## src/rtl/mult_hilo_ctrl_pkg.sv

```systemverilog
//------------------------------------------------------------------------------
// Module   : mult_hilo_ctrl_pkg
// Brief    : Shared CPU constants for the HI/LO multiply controller.
// Revision : 1.0 - initial release
//------------------------------------------------------------------------------
`default_nettype none

package mult_hilo_ctrl_pkg;

  localparam int HILO_W = 32;
  localparam int OP_W   = 16;

  localparam logic [1:0] ST_IDLE  = 2'd0;
  localparam logic [1:0] ST_START = 2'd1;
  localparam logic [1:0] ST_WAIT  = 2'd2;

  // Two's-complement magnitude; 16'h8000 maps to itself, read back as unsigned.
  function automatic logic [OP_W-1:0] op_mag(input logic [OP_W-1:0] v, input logic sgn);
    return (sgn && v[OP_W-1]) ? (~v + 1'b1) : v;
  endfunction

endpackage

`default_nettype wire

```

## src/rtl/mult_hilo_ctrl_if.sv

```systemverilog
//------------------------------------------------------------------------------
// Module   : mult_hilo_ctrl_if
// Brief    : Pipeline and multiplier signal bundle for mult_hilo_ctrl.
// Revision : 1.0 - initial release
//------------------------------------------------------------------------------
`default_nettype none

interface mult_hilo_ctrl_if;
  import mult_hilo_ctrl_pkg::*;

  logic              req;
  logic              sgn;
  logic [OP_W-1:0]   opa;
  logic [OP_W-1:0]   opb;
  logic              rdhi;
  logic              rdlo;
  logic              wrhi;
  logic              wrlo;
  logic [HILO_W-1:0] wrdata;
  logic [HILO_W-1:0] rddata;
  logic              busy;
  logic              stall;
  logic [OP_W-1:0]   mula;
  logic [OP_W-1:0]   mulb;
  logic              mulst;
  logic [HILO_W-1:0] mulr;
  logic              muldone;
  logic              mulidle;

  modport master (
    output req, sgn, opa, opb, rdhi, rdlo, wrhi, wrlo, wrdata,
    output mulr, muldone, mulidle,
    input  rddata, busy, stall, mula, mulb, mulst
  );

  modport slave (
    input  req, sgn, opa, opb, rdhi, rdlo, wrhi, wrlo, wrdata,
    input  mulr, muldone, mulidle,
    output rddata, busy, stall, mula, mulb, mulst
  );

endinterface

`default_nettype wire

```

## src/rtl/mult_hilo_ctrl_hilo_regs.sv

```systemverilog
//------------------------------------------------------------------------------
// Module   : hilo_regs
// Brief    : HI/LO register pair with independent write enables and read mux.
// Revision : 1.0 - initial release
//------------------------------------------------------------------------------
`default_nettype none

module hilo_regs
  import mult_hilo_ctrl_pkg::*;
(
  input  wire logic              clk,
  input  wire logic              rst_n,
  input  wire logic              i_hi_we,
  input  wire logic [HILO_W-1:0] i_hi_d,
  input  wire logic              i_lo_we,
  input  wire logic [HILO_W-1:0] i_lo_d,
  input  wire logic              i_rdhi,
  input  wire logic              i_rdlo,
  output      logic [HILO_W-1:0] o_rddata
);

  logic [HILO_W-1:0] r_hi;
  logic [HILO_W-1:0] r_lo;

  always_ff @(posedge clk or negedge rst_n) begin
    if (!rst_n) begin
      r_hi <= '0;
      r_lo <= '0;
    end else begin
      if (i_hi_we) r_hi <= i_hi_d;
      if (i_lo_we) r_lo <= i_lo_d;
    end
  end

  // HI wins when both reads are requested.
  always_comb begin
    o_rddata = '0;
    if (i_rdhi)      o_rddata = r_hi;
    else if (i_rdlo) o_rddata = r_lo;
  end

endmodule

`default_nettype wire

```

## src/rtl/mult_hilo_ctrl.sv

```systemverilog
//------------------------------------------------------------------------------
// Module   : mult_hilo_ctrl
// Brief    : Sequences MULT/MULTU through an external shift-add multiplier.
// Revision : 1.0 - initial release
//------------------------------------------------------------------------------
`default_nettype none

module mult_hilo_ctrl
  import mult_hilo_ctrl_pkg::*;
(
  input wire logic       clk,
  input wire logic       rst_n,
  mult_hilo_ctrl_if.slave bus
);

  logic [1:0]        r_state;
  logic [1:0]        w_next_state;
  logic [OP_W-1:0]   r_mula;
  logic [OP_W-1:0]   r_mulb;
  logic              r_sgn;
  logic              r_neg;
  logic              w_idle;
  logic              w_done;
  logic              w_hi_we;
  logic              w_lo_we;
  logic [HILO_W-1:0] w_hi_d;
  logic [HILO_W-1:0] w_lo_d;
  logic [HILO_W-1:0] w_lo_prod;
  logic [HILO_W-1:0] w_hi_prod;

  always_ff @(posedge clk or negedge rst_n) begin
    if (!rst_n) r_state <= ST_IDLE;
    else        r_state <= w_next_state;
  end

  always_comb begin
    w_next_state = r_state;
    unique case (r_state)
      ST_IDLE:  if (bus.req)     w_next_state = ST_START;
      ST_START: if (bus.mulidle) w_next_state = ST_WAIT;
      ST_WAIT:  if (bus.muldone) w_next_state = ST_IDLE;
      default:                   w_next_state = ST_IDLE;
    endcase
  end

  // Operands only load from IDLE, so they stay put for the whole operation.
  always_ff @(posedge clk or negedge rst_n) begin
    if (!rst_n) begin
      r_mula <= '0;
      r_mulb <= '0;
      r_sgn  <= 1'b0;
      r_neg  <= 1'b0;
    end else if (r_state == ST_IDLE && bus.req) begin
      r_mula <= op_mag(bus.opa, bus.sgn);
      r_mulb <= op_mag(bus.opb, bus.sgn);
      r_sgn  <= bus.sgn;
      r_neg  <= bus.sgn & (bus.opa[OP_W-1] ^ bus.opb[OP_W-1]);
    end
  end

  assign w_lo_prod = r_neg ? (~bus.mulr + 32'd1) : bus.mulr;
  assign w_hi_prod = (r_sgn && w_lo_prod[HILO_W-1]) ? {HILO_W{1'b1}} : '0;

  always_comb begin
    w_idle    = (r_state == ST_IDLE);
    w_done    = (r_state == ST_WAIT) && bus.muldone;
    bus.busy  = !w_idle;
    bus.mulst = (r_state == ST_START) && bus.mulidle;
    bus.stall = !w_idle && (bus.req || bus.rdhi || bus.rdlo || bus.wrhi || bus.wrlo);
    w_hi_we   = w_done || (w_idle && bus.wrhi);
    w_lo_we   = w_done || (w_idle && bus.wrlo);
    w_hi_d    = w_done ? w_hi_prod : bus.wrdata;
    w_lo_d    = w_done ? w_lo_prod : bus.wrdata;
  end

  assign bus.mula = r_mula;
  assign bus.mulb = r_mulb;

  hilo_regs u_hilo_regs (
    .clk      (clk),
    .rst_n    (rst_n),
    .i_hi_we  (w_hi_we),
    .i_hi_d   (w_hi_d),
    .i_lo_we  (w_lo_we),
    .i_lo_d   (w_lo_d),
    .i_rdhi   (bus.rdhi),
    .i_rdlo   (bus.rdlo),
    .o_rddata (bus.rddata)
  );

endmodule

`default_nettype wire

```

## src/flat_wrapper.sv

```systemverilog
// flat-port wrapper written by rule: the top's interface ports become plain ports
module mult_hilo_ctrl_flat import mult_hilo_ctrl_pkg::*;
  (clk, rst_n, bus_req, bus_sgn, bus_opa, bus_opb, bus_rdhi, bus_rdlo, bus_wrhi, bus_wrlo, bus_wrdata, bus_mulr, bus_muldone, bus_mulidle, bus_rddata, bus_busy, bus_stall, bus_mula, bus_mulb, bus_mulst);
  mult_hilo_ctrl_if bus_i ();
  input wire logic clk;
  input wire logic rst_n;
  input wire logic [$bits(bus_i.req)-1:0] bus_req;
  input wire logic [$bits(bus_i.sgn)-1:0] bus_sgn;
  input wire logic [$bits(bus_i.opa)-1:0] bus_opa;
  input wire logic [$bits(bus_i.opb)-1:0] bus_opb;
  input wire logic [$bits(bus_i.rdhi)-1:0] bus_rdhi;
  input wire logic [$bits(bus_i.rdlo)-1:0] bus_rdlo;
  input wire logic [$bits(bus_i.wrhi)-1:0] bus_wrhi;
  input wire logic [$bits(bus_i.wrlo)-1:0] bus_wrlo;
  input wire logic [$bits(bus_i.wrdata)-1:0] bus_wrdata;
  input wire logic [$bits(bus_i.mulr)-1:0] bus_mulr;
  input wire logic [$bits(bus_i.muldone)-1:0] bus_muldone;
  input wire logic [$bits(bus_i.mulidle)-1:0] bus_mulidle;
  output wire logic [$bits(bus_i.rddata)-1:0] bus_rddata;
  output wire logic [$bits(bus_i.busy)-1:0] bus_busy;
  output wire logic [$bits(bus_i.stall)-1:0] bus_stall;
  output wire logic [$bits(bus_i.mula)-1:0] bus_mula;
  output wire logic [$bits(bus_i.mulb)-1:0] bus_mulb;
  output wire logic [$bits(bus_i.mulst)-1:0] bus_mulst;
  assign bus_i.req = bus_req;
  assign bus_i.sgn = bus_sgn;
  assign bus_i.opa = bus_opa;
  assign bus_i.opb = bus_opb;
  assign bus_i.rdhi = bus_rdhi;
  assign bus_i.rdlo = bus_rdlo;
  assign bus_i.wrhi = bus_wrhi;
  assign bus_i.wrlo = bus_wrlo;
  assign bus_i.wrdata = bus_wrdata;
  assign bus_i.mulr = bus_mulr;
  assign bus_i.muldone = bus_muldone;
  assign bus_i.mulidle = bus_mulidle;
  assign bus_rddata = bus_i.rddata;
  assign bus_busy = bus_i.busy;
  assign bus_stall = bus_i.stall;
  assign bus_mula = bus_i.mula;
  assign bus_mulb = bus_i.mulb;
  assign bus_mulst = bus_i.mulst;
  mult_hilo_ctrl u_core (.clk(clk), .rst_n(rst_n), .bus(bus_i));
endmodule
```

## config.mk

```make
export PLATFORM = sky130hd
export DESIGN_NAME = mult_hilo_ctrl_flat
export DESIGN_NICKNAME = d
export VERILOG_FILES = /design/src/rtl/mult_hilo_ctrl_pkg.sv /design/src/rtl/mult_hilo_ctrl_if.sv /design/src/rtl/mult_hilo_ctrl_hilo_regs.sv /design/src/rtl/mult_hilo_ctrl.sv /design/src/flat_wrapper.sv
export SDC_FILE = /design/constraint.sdc
export NUM_CORES = 1
export LEC_CHECK = 0
export BUFFER_PORTS_ARGS = -buffer_cell sky130_fd_sc_hd__buf_4
export CAP_MARGIN = 5
export CORE_MARGIN = 2
export CORE_UTILIZATION = 47
export DETAILED_ROUTE_END_ITERATION = 10
export PLACE_DENSITY = 0.77
export SETUP_SLACK_MARGIN = 0.4
export SYNTH_ARGS = -nofsm -noshare
export SYNTH_HDL_FRONTEND = slang
export SYNTH_SLANG_ARGS = --single-unit
```

## constraint.sdc

```tcl
create_clock -name clk -period 2 [get_ports clk]
set_clock_uncertainty 0.15 [all_clocks]
set_input_delay 0.5 -clock clk [delete_from_list [all_inputs] [get_ports clk]]
set_output_delay 0.5 -clock clk [all_outputs]
set_load 0.02 [all_outputs]
```

==> reports/summary.txt, run 1 <==
Slowest-stage cell, CP = or4_1
WHS = 0.2627 ns
Sequential share of the synthesized area = 43.19%
Routed WL = 27.47 mm
Gpl congestion = 0.8515
Most common cell after layout, fill and taps aside = buf_4
GRT Util Overall = 32.01%
Most frequent cells in the layout = buf_4 (212), dfrtp_1 (99), buf_6 (77), nand2_1 (64), nor2_1 (49)
VDD IR-drop max = 927.4 µV
Maximum root-to-sink buffer count = 2
Worst skew pair latency = 0.35 ns
Initial antenna violation count = 0
PnR Total Power = 13.81 mW
Root Buffer = clkbuf_16
Die Span Y = 115.0 µm
WP buf/inv = 1
F_max = 0.4189 GHz
#FFs+latches synth = 100
Port Buffers = 172
Largest fanout on the critical path = 2
Setup violators final = 54
Max_cap viols = 0
Place WS = -0.5976 ns
Antenna diodes = 0
Synth Flop Type = dfrtp_1
RR Startpoint = u_core.r_state[1]$_DFFE_PN0P_
Core Region = 12010 µm²
Number of remaining DRC errors = 0
Register Area = 2504 µm²
Fraction of layout cells with a size suffix above 1 = 55.47%
Startpoint types = input port
Final Critical Period = 2.387 ns
Leakage power = 4.722 nW
Crit path cell chain = buf_6 > or4_1 > or4_4 > o41ai_4 > xor2_1 > a21oi_1
Cell Area, Synth = 5794 µm²
DRT iter0 DRCs = 705
Layout Utilization = 88.88%
R2R setup slack = -0.08 ns
Initial Utilization = 48.24%
Cells on worst reg2reg path = 7
WS Path Type = input port to register
Post-synth EDFFs = 0
Clock transition at the registers of the reported paths = 0.07 ns
FP Rows = 40
Power per Cell Area = 1293 nW/µm²
Worst path required time = 2.08 ns
Cell Area, Placed = 8428 µm²
Final hold vios = 0
Post-synthesis cell count = 659
Slew Viols, Final = 0
Top sig layer = met4
Cell class contributing the biggest share of worst-path delay = simple AND/OR/NAND/NOR gates
Final worst slack = -0.3874 ns
Wire per inst = 24.84 µm
CP peak stage delay = 0.57 ns
Slew @ Worst Pin = 0.5717 ns
Hold path cells = 3
Largest net degree at the start of global routing = 65
Die W = 115.0 µm
Max H-tree Level = 3
Design area = 10680 µm²
Fill cells = 525
Syn Area/Cell = 8.793 µm²
Routed wl met2 = 13.39 mm
HP Start = bus_wrdata[21]
Status = finished, violations left
Vias in the first global route = 6333
WHS Endpoint = u_core.u_hilo_regs.r_hi[21]$_DFFE_PN0P_
Congestion Overflow GR = 0
Slew HR = 61.88%
Fin nets = 1065
CTS tree = built
Pre-Repair DR Iteration Count = 5
Num CTS Buffers = 9
Final ANT Viol Nets = 0
Post-synth cell types = 46
Wl on met1 = 9.555 mm
Clk sink count = 100
Synth-to-Final Area Change = 84.24%
Metal3 WL = 2.520 mm
Via count = 7026
YS warnings = 0
Die area = 13230 µm²
Arrival time worst endpoint = 2.47 ns
Worst R2R End = u_core.u_hilo_regs.r_lo[30]$_DFFE_PN0P_
Total I/O pin count = 173
RSZ-0062 raised after global routing = yes
Endpoint type of the worst setup path = register
Multi-input combinational cell area = 4423 µm²
Period utilization = 119.4%
DP HPWL = 13.03 mm
First-pass GRT wire length = 32.94 mm
Worst min path class = input port to register
Net count after synthesis = 768
Violated checks = setup timing
Vias per cell = 6.353
Asr flop ratio synth = 100.0%
[synthesized netlist by cell type, types with 2 or more instances]
| library cell | instances | area, µm² |
|---|---|---|
| nand2b_1 | 2 | 12.51 |
| xnor2_1 | 20 | 175.2 |
| a211oi_1 | 25 | 187.7 |
| o31ai_1 | 14 | 105.1 |
| or3_1 | 2 | 12.51 |
| nand2_1 | 91 | 341.6 |
| nor2b_1 | 27 | 168.9 |
| nor3_1 | 9 | 45.04 |
| nand3b_1 | 2 | 15.01 |
| ha_1 | 3 | 37.54 |
| nor4_1 | 9 | 56.30 |
| a21oi_1 | 70 | 350.3 |
| mux2_2 | 2 | 22.52 |
| nand3_1 | 5 | 25.02 |
| or4_4 | 2 | 22.52 |
| mux2i_1 | 9 | 90.09 |
| or4_1 | 6 | 45.04 |
| nor4_2 | 2 | 25.02 |
| inv_1 | 10 | 37.54 |
| o41ai_1 | 5 | 43.79 |
| buf_2 | 6 | 30.03 |
| xor2_1 | 36 | 315.3 |
| nor2_1 | 53 | 198.9 |
| dfrtp_1 | 100 | 2502 |
| o41ai_2 | 2 | 32.53 |
| o21ai_0 | 51 | 255.2 |
| a22o_1 | 31 | 271.5 |
| nand4_1 | 3 | 18.77 |
| o21ai_1 | 2 | 10.01 |
| and2_1 | 6 | 37.54 |
| clkbuf_1 | 38 | 142.6 |
| buf_4 | 2 | 15.01 |
[metal layers]
layer  GRT usage (%)  up-vias
met1           39.79     3429
met5               0        -
li1                -     2929
met4           14.14        0
met2           53.29      514
met3           7.591      154
[what timing repair did]
item	CTS	global route
hold endpoints to repair	15	0
endpoints found under the setup margin	131	131
gates resized for setup	116	171
gates cloned	9	11
setup buffers	21	41
hold buffers	1	0
pin swaps	46	75
[stage by stage]
stage | cells | setup TNS (ns)
after global routing | 1106 | -6.177
after global placement | 1009 | -33.65
after detailed placement | 1009 | -38.01
final | 1106 | -3.538
after CTS | 1054 | -0.4422
after floorplan | 659 | -4.952
[layout make-up]
| type | count | share of cell area (%) |
|---|---|---|
| multi-input combinational | 506 | 41.43 |
| timing repair buffer | 329 | 30.41 |
| sequential | 100 | 23.45 |
| clock buffer | 11 | 2.180 |
| tap | 147 | 1.723 |
| inverter | 10 | 0.4219 |
| clock inverter | 3 | 0.3751 |
[worst min-delay path, stage by stage]
cell and delay (ns):
buf_4 0.12, nand2_1 0.06, a21oi_2 0.05
[how the worst max path moves through the flow]
stage | start | end | slack, ns | cells past startpoint
global route | bus_mulr[21] | u_core.u_hilo_regs.r_lo[29]$_DFFE_PN0P_ | -0.36 | 6
finish | bus_mulr[21] | u_core.u_hilo_regs.r_lo[29]$_DFFE_PN0P_ | -0.39 | 6
CTS | bus_mulr[22] | u_core.u_hilo_regs.r_lo[29]$_DFFE_PN0P_ | -0.07 | 6
global placement | bus_rdhi | bus_rddata[26] | -0.52 | 4
floorplan | bus_mulr[25] | u_core.u_hilo_regs.r_lo[29]$_DFFE_PN0P_ | -0.25 | 5
detailed placement | bus_rdhi | bus_rddata[11] | -0.60 | 4
[sequential cells by signal, summed over array words and instances, names as in the netlist]
signal and count:
u_core.u_hilo_regs.r_hi 32, u_core.u_hilo_regs.r_lo 32, u_core.bus.mula 16, u_core.bus.mulb 16
u_core.r_state 2, u_core.r_neg 1, u_core.r_sgn 1
[cell families (layout without fill, tap and decap cells)]
group	Yosys count	count (layout)	synth area share [%]
muxes	11	11	1.943
and+or+nand+nor	225	228	18.61
adders and majority gates	3	3	0.6479
buffers and inverters	56	353	3.887
xor gates and xnor gates	56	56	8.465
DFF	100	100	43.19
AOI/OAI and AO/OA	208	208	23.26
[power breakdown]
part	switching (mW)	internal [mW]
sequential	0.928	3.04
clock	0.818	0.956
combinational	4.18	3.89
total	5.92	7.88
Note: power is estimated with default switching activity, not from simulation.
==> inputs of run 2 (changes only) <==
==> constraint.sdc (replaced) <==
create_clock -name clk -period 2 [get_ports clk]
set_clock_uncertainty 0.15 [all_clocks]
set_input_delay 0.3 -clock clk [delete_from_list [all_inputs] [get_ports clk]]
set_output_delay 0.3 -clock clk [all_outputs]
set_load 0.02 [all_outputs]
==> run 2 against run 1 <==
The run still ends with setup timing left. Critical path depth increased by 4. First-iteration DRC count decreased by 22%. Final area decreased by 10%. Sequential share of layout area increased by 2.6 points. Die area unchanged. Clock power decreased by 5%. Routed wire length decreased by 16%. Total power decreased by 8.5%. Critical path type unchanged. Critical endpoint is now u_core.u_hilo_regs.r_hi[31]$_DFFE_PN0P_. Largest power group unchanged.
==> reports/summary.txt, run 2 (synthesis gave the netlist of run 1 again) <==
Status = finished, violations left (unchanged)
Violated checks = setup timing (unchanged)
Gpl congestion = 0.8565 (was 0.8515)
Routed WL = 23.16 mm (was 27.47 mm)
Worst path required time = 2.13 ns (was 2.08 ns)
Max_cap viols = 0 (unchanged)
VDD IR-drop max = 831.1 µV (was 927.4 µV)
Final Critical Period = 2.012 ns (was 2.387 ns)
Switching power = 5.264 mW (was 5.924 mW)
Die W = 115.0 µm (unchanged)
Core Region = 12010 µm² (unchanged)
DP HPWL = 12.69 mm (was 13.03 mm)
Setup violators final = 6 (was 54)
F_max = 0.4971 GHz (was 0.4189 GHz)
Clock transition at the registers of the reported paths = 0.07 ns (about the same)
Startpoint types = input port (unchanged)
Maximum root-to-sink buffer count = 2 (unchanged)
Most common cell after layout, fill and taps aside = buf_4 (unchanged)
Final ANT Viol Nets = 0 (unchanged)
Total I/O pin count = 173 (unchanged)
Slew @ Worst Pin = 0.4961 ns (was 0.5717 ns)
Initial Utilization = 48.24% (unchanged)
Antenna diodes = 0 (unchanged)
WS Path Type = input port to register (unchanged)
Vias in the first global route = 6030 (was 6333)
Slew HR = 66.93% (was 61.88%)
Power per Cell Area = 1314 nW/µm² (was 1293 nW/µm²)
Cell-internal power = 7.368 mW (was 7.881 mW)
R2R setup slack = 0.07 ns (was -0.08 ns)
Switching Fraction = 41.67% (was 42.91%)
Clk sink count = 100 (unchanged)
Part of the power in the clock network = 13.4% (was 12.9%)
Slew Viols, Final = 0 (unchanged)
Placed instance count = 999 (was 1009)
Final worst slack = -0.01155 ns (was -0.3874 ns)
DRT iter0 DRCs = 547 (was 705)
Place WS = -0.3999 ns (was -0.5976 ns)
PnR Total Power = 12.63 mW (was 13.81 mW)
Via count = 6604 (was 7026)
Num CTS Buffers = 9 (unchanged)
Arrival time worst endpoint = 2.14 ns (was 2.47 ns)
Most frequent cells in the layout = buf_4 (221), dfrtp_1 (100), nand2_1 (89), buf_6 (51), nor2_1 (48) (was buf_4 (212), dfrtp_1 (99), buf_6 (77), nand2_1 (64), nor2_1 (49))
Sequential power share = 29.2% (was 28.7%)
Vias per cell = 6.143 (was 6.353)
Period utilization = 100.6% (was 119.4%)
Biggest registers after layout = u_core.u_hilo_regs.r_hi x32, u_core.u_hilo_regs.r_lo x32 (unchanged)
Largest fanout on the critical path = 6 (was 2)
Pre-Repair DR Iteration Count = 5 (unchanged)
FP Rows = 40 (unchanged)
Synth-to-Final Area Change = 65.86% (was 84.24%)
Die area = 13230 µm² (unchanged)
Fraction of layout cells with a size suffix above 1 = 45.80% (was 55.47%)
CTS tree = built (unchanged)
Largest net degree at the start of global routing = 48 (was 65)
Fin nets = 1032 (was 1065)
Final hold vios = 0 (unchanged)
Initial antenna violation count = 0 (unchanged)
Congestion Overflow GR = 0 (unchanged)
First-pass GRT wire length = 29.60 mm (was 32.94 mm)
Leakage power = 4.255 nW (was 4.722 nW)
Wire per inst = 21.55 µm (was 24.84 µm)
Number of remaining DRC errors = 0 (unchanged)
Worst min path class = input port to register (unchanged)
GRT Util Overall = 28.32% (was 32.01%)
Max H-tree Level = 3 (unchanged)
Die Span Y = 115.0 µm (unchanged)
Port Buffers = 172 (unchanged)
Layout Utilization = 80.01% (was 88.88%)
Root Buffer = clkbuf_16 (unchanged)
RSZ-0062 raised after global routing = yes (unchanged)
Non-Filler Instances = 1075 (was 1106)
Endpoint type of the worst setup path = register (unchanged)
Logic gate share of total power = 57.5% (was 58.4%)
Worst skew pair latency = 0.34 ns (was 0.35 ns)
==> run 2: cell types whose count changed in the layout (fill, tap and decap cells not counted), sizes merged <==
cell | before | now
clkinvlp | 0 | 1
clkbuf | 18 | 15
bufinv | 1 | 0
nand2 | 92 | 91
bufbuf | 0 | 1
nor2b | 28 | 27
and2 | 7 | 6
buf | 321 | 292
clkinv | 2 | 5
==> run 2: worst paths after layout <==
| check | startpoint | endpoint | cells after the start |
|---|---|---|---|
| max | bus_mulr[16] | u_core.u_hilo_regs.r_hi[31]$_DFFE_PN0P_ | 10 |
| min in group asynchronous | rst_n | u_core.u_hilo_regs.r_hi[4]$_DFFE_PN0P_ | 2 |
| max in group asynchronous | rst_n | u_core.bus.mula[12]$_DFFE_PN0P_ | 3 |
| max reg2reg | u_core.r_state[0]$_DFFE_PN0P_ | u_core.u_hilo_regs.r_hi[31]$_DFFE_PN0P_ | 7 |
| min reg2reg | u_core.bus.mulb[10]$_DFFE_PN0P_ | u_core.bus.mulb[10]$_DFFE_PN0P_ | 2 |
| min | bus_wrdata[13] | u_core.u_hilo_regs.r_hi[13]$_DFFE_PN0P_ | 3 |
==> run 2: what timing repair did <==
action                     CTS  global route
pin swaps                   16            52
hold endpoints to repair    31             0
hold buffers                 1             0
setup endpoints to repair  119           115
buffers inserted            10            35
gates cloned                 6             8
gates resized for setup     48            93
==> run 2: layout make-up <==
class | instances | area (µm²)
tap | 147 | 183.9
fill | 690 | 2401
timing repair buffer | 299 | 2831
multi-input combinational | 503 | 3776
sequential | 100 | 2502
inverter | 10 | 37.54
clock buffer | 10 | 239.0
clock inverter | 6 | 40.04
==> run 2: worst max-delay path: stages <==
cell and delay [ns]:
buf_6 0.11, buf_6 0.12, nor4_4 0.39, nand3b_1 0.19, buf_6 0.17, nor4_4 0.31
nor3b_4 0.08, buf_12 0.16, clkbuf_16 0.16, a21oi_2 0.13
==> run 2: power by group through the flow <==
stage / clock network [mW] / registers, mW / logic, mW
3_3_place_gp: 0 / 3.56 / 5.45
4_1_cts: 1.68 / 3.60 / 6.06
2_1_floorplan: 0 / 3.85 / 3.38
5_1_grt: 1.78 / 3.76 / 7.67
6_report: 1.69 / 3.68 / 7.26
3_5_place_dp: 0 / 3.62 / 5.60
==> run 2: stage by stage <==
| step | hold WS, ns | cell area (µm²) | TNS [ns] |
|---|---|---|---|
| floorplan | -0.1456 | 6228 | -0.1510 |
| global placement | 0.1309 | 8026 | -7.388 |
| detailed placement | 0.1389 | 8026 | -10.92 |
| CTS | 0.06133 | 8792 | 0 |
| global route | 0.06880 | 9610 | -1.671 |
| finish | 0.06620 | 9610 | -0.03506 |
==> run 2: routing by layer <==
layer | global-route usage (%) | up-vias | part of all wire (%)
li1 | - | 2864 | -
met5 | 0 | - | 0
met1 | 35.67 | 3180 | 37
met4 | 10.76 | 0 | 5.2
met3 | 6.220 | 102 | 9.8
met2 | 47.84 | 458 | 48
